File: src/rtl/gpio_input_conditioner_if.sv
// Board-input conditioning bus: raw pins and flag clears in, conditioned levels,
// edge pulses and sticky change flags out.
interface gpio_input_conditioner_if #(
  parameter int N_CH = 1
);
  logic [N_CH-1:0] gpio_pin;
  logic [N_CH-1:0] gpio_clean;
  logic [N_CH-1:0] gpio_rise;
  logic [N_CH-1:0] gpio_fall;
  logic [N_CH-1:0] evt_flag;
  logic [N_CH-1:0] evt_clr;

  // Handshake: none. gpio_pin is asynchronous; evt_clr is level-sampled every clk
  // edge; all outputs are registered and valid every cycle after reset.
  modport master (
    output gpio_pin,
    output evt_clr,
    input  gpio_clean,
    input  gpio_rise,
    input  gpio_fall,
    input  evt_flag
  );

  modport slave (
    input  gpio_pin,
    input  evt_clr,
    output gpio_clean,
    output gpio_rise,
    output gpio_fall,
    output evt_flag
  );
endinterface

File: src/rtl/gpio_input_conditioner.sv
// Per-channel synchroniser, debouncer, registered rise/fall pulses and a sticky
// change flag for raw board inputs feeding the system GPIO input port.
module gpio_input_conditioner #(
  parameter int   N_CH            = 1,
  parameter int   SYNC_STAGES     = 2,
  parameter int   DEBOUNCE_CYCLES = 65536,
  parameter logic INIT_LEVEL      = 1'b0
) (
  input  logic                     clk,
  input  logic                     rst,
  gpio_input_conditioner_if.slave  bus
);
  localparam int            CW       = $clog2(DEBOUNCE_CYCLES + 1);
  localparam logic [CW-1:0] CNT_LAST = CW'(DEBOUNCE_CYCLES - 1);

  logic [SYNC_STAGES-1:0] sync_q [N_CH];
  logic [CW-1:0]          cnt_q  [N_CH];
  logic [N_CH-1:0]        clean_q;
  logic [N_CH-1:0]        rise_q;
  logic [N_CH-1:0]        fall_q;
  logic [N_CH-1:0]        flag_q;

  always_ff @(posedge clk) begin
    if (!rst) begin
      for (int i = 0; i < N_CH; i++) begin
        sync_q[i] <= {SYNC_STAGES{INIT_LEVEL}};
        cnt_q[i]  <= '0;
      end
      clean_q <= {N_CH{INIT_LEVEL}};
      rise_q  <= '0;
      fall_q  <= '0;
    end else begin
      for (int i = 0; i < N_CH; i++) begin
        sync_q[i] <= {sync_q[i][SYNC_STAGES-2:0], bus.gpio_pin[i]};
        rise_q[i] <= 1'b0;
        fall_q[i] <= 1'b0;
        // Any cycle of agreement with the accepted level restarts the count.
        if (sync_q[i][SYNC_STAGES-1] == clean_q[i]) begin
          cnt_q[i] <= '0;
        end else if (cnt_q[i] == CNT_LAST) begin
          cnt_q[i]   <= '0;
          clean_q[i] <= sync_q[i][SYNC_STAGES-1];
          rise_q[i]  <= sync_q[i][SYNC_STAGES-1];
          fall_q[i]  <= ~sync_q[i][SYNC_STAGES-1];
        end else begin
          cnt_q[i] <= cnt_q[i] + 1'b1;
        end
      end
    end
  end

  // A pulse in the same cycle as a clear keeps the flag set so no event is lost.
  always_ff @(posedge clk) begin
    if (!rst) begin
      flag_q <= '0;
    end else begin
      flag_q <= rise_q | fall_q | (flag_q & ~bus.evt_clr);
    end
  end

  assign bus.gpio_clean = clean_q;
  assign bus.gpio_rise  = rise_q;
  assign bus.gpio_fall  = fall_q;
  assign bus.evt_flag   = flag_q;
endmodule

File: src/flat_wrapper.sv
// flat-port wrapper written by rule: the top's interface ports become plain ports
module gpio_input_conditioner_flat 
#(
  parameter int   N_CH            = 1,
  parameter int   SYNC_STAGES     = 2,
  parameter int   DEBOUNCE_CYCLES = 65536,
  parameter logic INIT_LEVEL      = 1'b0
)
  (clk, rst, bus_gpio_pin, bus_evt_clr, bus_gpio_clean, bus_gpio_rise, bus_gpio_fall, bus_evt_flag);
  gpio_input_conditioner_if #(.N_CH(N_CH)) bus_i ();
  input  logic clk;
  input  logic rst;
  input wire logic [$bits(bus_i.gpio_pin)-1:0] bus_gpio_pin;
  input wire logic [$bits(bus_i.evt_clr)-1:0] bus_evt_clr;
  output wire logic [$bits(bus_i.gpio_clean)-1:0] bus_gpio_clean;
  output wire logic [$bits(bus_i.gpio_rise)-1:0] bus_gpio_rise;
  output wire logic [$bits(bus_i.gpio_fall)-1:0] bus_gpio_fall;
  output wire logic [$bits(bus_i.evt_flag)-1:0] bus_evt_flag;
  assign bus_i.gpio_pin = bus_gpio_pin;
  assign bus_i.evt_clr = bus_evt_clr;
  assign bus_gpio_clean = bus_i.gpio_clean;
  assign bus_gpio_rise = bus_i.gpio_rise;
  assign bus_gpio_fall = bus_i.gpio_fall;
  assign bus_evt_flag = bus_i.evt_flag;
  gpio_input_conditioner #(.N_CH(N_CH), .SYNC_STAGES(SYNC_STAGES), .DEBOUNCE_CYCLES(DEBOUNCE_CYCLES), .INIT_LEVEL(INIT_LEVEL)) u_core (.clk(clk), .rst(rst), .bus(bus_i));
endmodule
File: config.mk
export PLATFORM = sky130hd
export DESIGN_NAME = gpio_input_conditioner_flat
export DESIGN_NICKNAME = d
export VERILOG_FILES = /design/src/rtl/gpio_input_conditioner_if.sv /design/src/rtl/gpio_input_conditioner.sv /design/src/flat_wrapper.sv
export SDC_FILE = /design/constraint.sdc
export NUM_CORES = 1
export LEC_CHECK = 0
export ABC_AREA = 1
export BUFFER_PORTS_ARGS = -buffer_cell sky130_fd_sc_hd__clkbuf_2
export CORE_MARGIN = 10
export CORE_UTILIZATION = 58
export DETAILED_ROUTE_END_ITERATION = 6
export GPL_TIMING_DRIVEN = 0
export HOLD_SLACK_MARGIN = 0.1
export PLACE_DENSITY_LB_ADDON = 0.3
export SLEW_MARGIN = 20
export SYNTH_ARGS = -nofsm -noshare
export SYNTH_HDL_FRONTEND = slang
export SYNTH_SLANG_ARGS = --single-unit
File: constraint.sdc
create_clock -name clk -period 2.5 [get_ports clk]
set_clock_uncertainty 0.15 [all_clocks]
set_input_delay 0.375 -clock clk [delete_from_list [all_inputs] [get_ports clk]]
set_output_delay 0.375 -clock clk [all_outputs]
set_load 0.005 [all_outputs]
==> results.md <==
- Status: finished clean
- Nets: 186
- Post-route ant nets: 0
- Clock Sinks: 23
- Combinational share of power: 5.9%
- Avg Cell Area, Syn: 8.15 µm²
- # setup viols final: 0
- Capture point of the worst reg-to-reg path: u_core.cnt_q[0][9]
- CP Launch Type: flip-flop
- Final period util: 85.7%
- Switching pwr: 154 µW
- Mapped Area: 1230 µm²
- Total Wirelength: 2.28 mm
- Largest net degree at the start of global routing: 15
- Hold_buf cts: 1
- Max-slew violation total from the final report: 0
- Die height: 66.1 µm
- Layout cell share with drive strength beyond 1: 14.0%
- Clock Latency Late Sink: 320 ps
- Clk buf depth: 2
- Distinct cell type count after synthesis: 22
- Drt pass-1 iters: 4
- Max Freq: 467 MHz
- Grt met3 use: 2.54%
- Critical setup path kind: flip-flop to flip-flop
- Post-detailed-route via-to-cell ratio: 4.93
- GPL Wtd Cong: 0.894
- Clk root buf: clkbuf_4
- Met1 usage in global routing: 12.5%
- Fillers: 165
- Die area: 4360 µm²
- Number of core rows: 16
- Vias in the first global route: 978
- First-pass GRT wire length: 3.94 mm
- Horiz. Die Dim: 66.1 µm
- DR vias: 1,015
- I/O Buffers: 7
- Switching Share: 23.6%
- Worst Hold Depth: 3
- Busiest grt layer: met2
- Half-perimeter wire length after placement: 1.85 mm
- Worst Hold Class: input port to flip-flop
- Met2 Usage GRT: 20.5%
- Num CTS Buffers: 3
- R2r setup slk: 360 ps
- WL/cell: 11.1 µm
- Residual DRC: 0
- Ant. Diodes: 0
- Initial core utilization: 62.1%
- TNS Setup: 0 ps
- Io pins: 8
- Register Area: 631 µm²
- Htree depth: 1
- Post-CTS Setup Inserts: 0
- Leak: 0.000591 µW
- Post-Syn Instances: 151
- CP Capture Type: flip-flop
- Clock share of power: 27.6%
- Multi-input gate area: 577 µm²
- Cell Pwr Density: 467 nW/µm²
- Max-cap viol count: 0
- Final min period: 2140 ps
- Reg2Reg Launch Point: u_core.cnt_q[0][0]
- RSZ-0062 raised after global routing: false
- Sequential area share after synthesis: 51.3%
- Int Pwr: 498 µW
- WHS: 125 ps
- #FFs+latches synth: 23
- Initial antenna violation count: 0
- Area growth from synthesis to layout: 13.6%
- Register share of total power: 66.6%
- HP Start: rst
- Worst EP required: 2440 ps
- Worst Reg2Reg Path Length in Cells: 10
- YS warnings: 0
- Hold Path End: u_core.sync_q[0][1]
- Arrival time of the worst setup path: 2080 ps
- PostCTS Resize Cnt: 0
- Hold Vio Cnt, Final: 0
- VDD IR-drop max: 0.000391 V
- Final global-route overflow total: 0
- Crit Path Max Fanout: 10
- Starting DRC count in detailed routing: 44
- Gr usage total: 11.4%
- Core Box Area: 1980 µm²
- Clock transition at path regs: 140 ps
- CTS tree: yes
[routing by layer]
| metal | share of wire, % | up-vias | wire length, µm |
|---|---|---|---|
| met4 | 0.92 | 0 | 21 |
| met2 | 53 | 22 | 1210 |
| met1 | 42 | 468 | 948 |
| met3 | 4.2 | 4 | 96 |
| met5 | 0 | - | 0 |
| li1 | - | 521 | - |
[kinds of logic (layout without fill, tap and decap cells)]
kind of cell / count (synthesis) / in the layout / synth area share [%]
AO/OA/AOI/OAI: 14 / 14 / 7.22
adder cells (fa/ha/maj): 2 / 2 / 2.03
buffers and inverters: 20 / 32 / 6.71
flip-flops: 23 / 23 / 51.3
other: 1 / 17 / 0.305
AND/OR/NAND/NOR: 91 / 91 / 32.5
[cell usage in the layout (no fill, tap or decap), drive strengths merged]
cell type	synthesis	layout
conb	1	17
a21oi	8	8
nand4	2	2
o21bai	4	4
a31oi	1	1
dfxtp	6	6
nand2	46	46
dlygate4sd3	0	1
inv	19	20
ha	2	2
buf	1	1
edfxtp	17	17
nand3	5	5
nor3b	1	1
clkbuf	0	10
or2	4	4
nor2	33	33
o21ai	1	1
[critical path, cell delays in order, from the launching register on]
cell,delay (ps)
edfxtp_1,430
ha_1,220
nand2_2,80
nor2_2,130
nand4_1,140
nor2_1,140
ha_1,180
inv_1,70
nand2_2,140
buf_6,170
nor2_1,50
[through the flow]
step / cell area, µm² / power [µW] / util, % / setup slack [ps] / cells
6_report: 1400 / 652 / 70.5 / 359 / 206
4_1_cts: 1400 / 657 / 70.5 / 344 / 206
2_1_floorplan: 1290 / 468 / - / 651 / 167
3_5_place_dp: 1360 / 479 / 68.6 / 373 / 201
3_3_place_gp: 1360 / 476 / 68.6 / 444 / 201
5_1_grt: 1400 / 679 / 70.5 / 165 / 206
[synthesized netlist by cell type]
cell type / number / area (µm²)
or2_1: 1 / 6.26
nor2_1: 29 / 109
inv_1: 17 / 63.8
ha_1: 2 / 25.0
nor3b_1: 1 / 7.51
nand2_2: 5 / 31.3
nor2_4: 2 / 22.5
or2_0: 3 / 18.8
edfxtp_1: 17 / 510
nand4_1: 2 / 12.5
inv_2: 2 / 7.51
a31oi_1: 1 / 6.26
o21bai_1: 4 / 30.0
a21oi_1: 6 / 30.0
nand2_1: 41 / 154
dfxtp_1: 6 / 120
conb_1: 1 / 3.75
a21oi_2: 2 / 17.5
nor2_2: 2 / 12.5
nand3_1: 5 / 25.0
o21ai_0: 1 / 5.00
buf_6: 1 / 11.3
[power by group through the flow]
| stage | logic (µW) | registers [µW] | clock network (µW) |
|---|---|---|---|
| after global placement | 34.1 | 442 | 0 |
| final | 38.2 | 434 | 180 |
| after CTS | 37.2 | 434 | 185 |
| after detailed placement | 35.9 | 443 | 0 |
| after floorplan | 28.4 | 440 | 0 |
| after global routing | 45.1 | 437 | 198 |
[area by class of cell]
class | instances | area share [%]
flip-flops and latches | 23 | 45.1
inverters | 19 | 5.10
repair buffers | 8 | 3.22
clock inverters | 1 | 0.448
well taps | 27 | 2.42
clock buffers | 3 | 1.61
multi-input cells | 124 | 41.3
plain buffers | 1 | 0.806
[sequential cells by signal, summed over array words and instances (netlist names)]
| signal | flops |
|---|---|
| u_core.bus.evt_flag | 1 |
| u_core.bus.gpio_clean | 1 |
| u_core.bus.gpio_fall | 1 |
| u_core.bus.gpio_rise | 1 |
| u_core.cnt_q | 17 |
| u_core.sync_q | 2 |
[worst max-delay path by stage]
stage / endpoint / startpoint / depth (start not counted)
after detailed placement: u_core.cnt_q[0][11] / u_core.cnt_q[0][0] / 10
after CTS: u_core.cnt_q[0][11] / u_core.cnt_q[0][0] / 10
after floorplan: u_core.cnt_q[0][10] / u_core.cnt_q[0][0] / 10
final: u_core.cnt_q[0][9] / u_core.cnt_q[0][0] / 10
after global routing: u_core.cnt_q[0][9] / u_core.cnt_q[0][0] / 10
after global placement: u_core.cnt_q[0][11] / u_core.cnt_q[0][0] / 10
(Power assumes the default switching activity.)
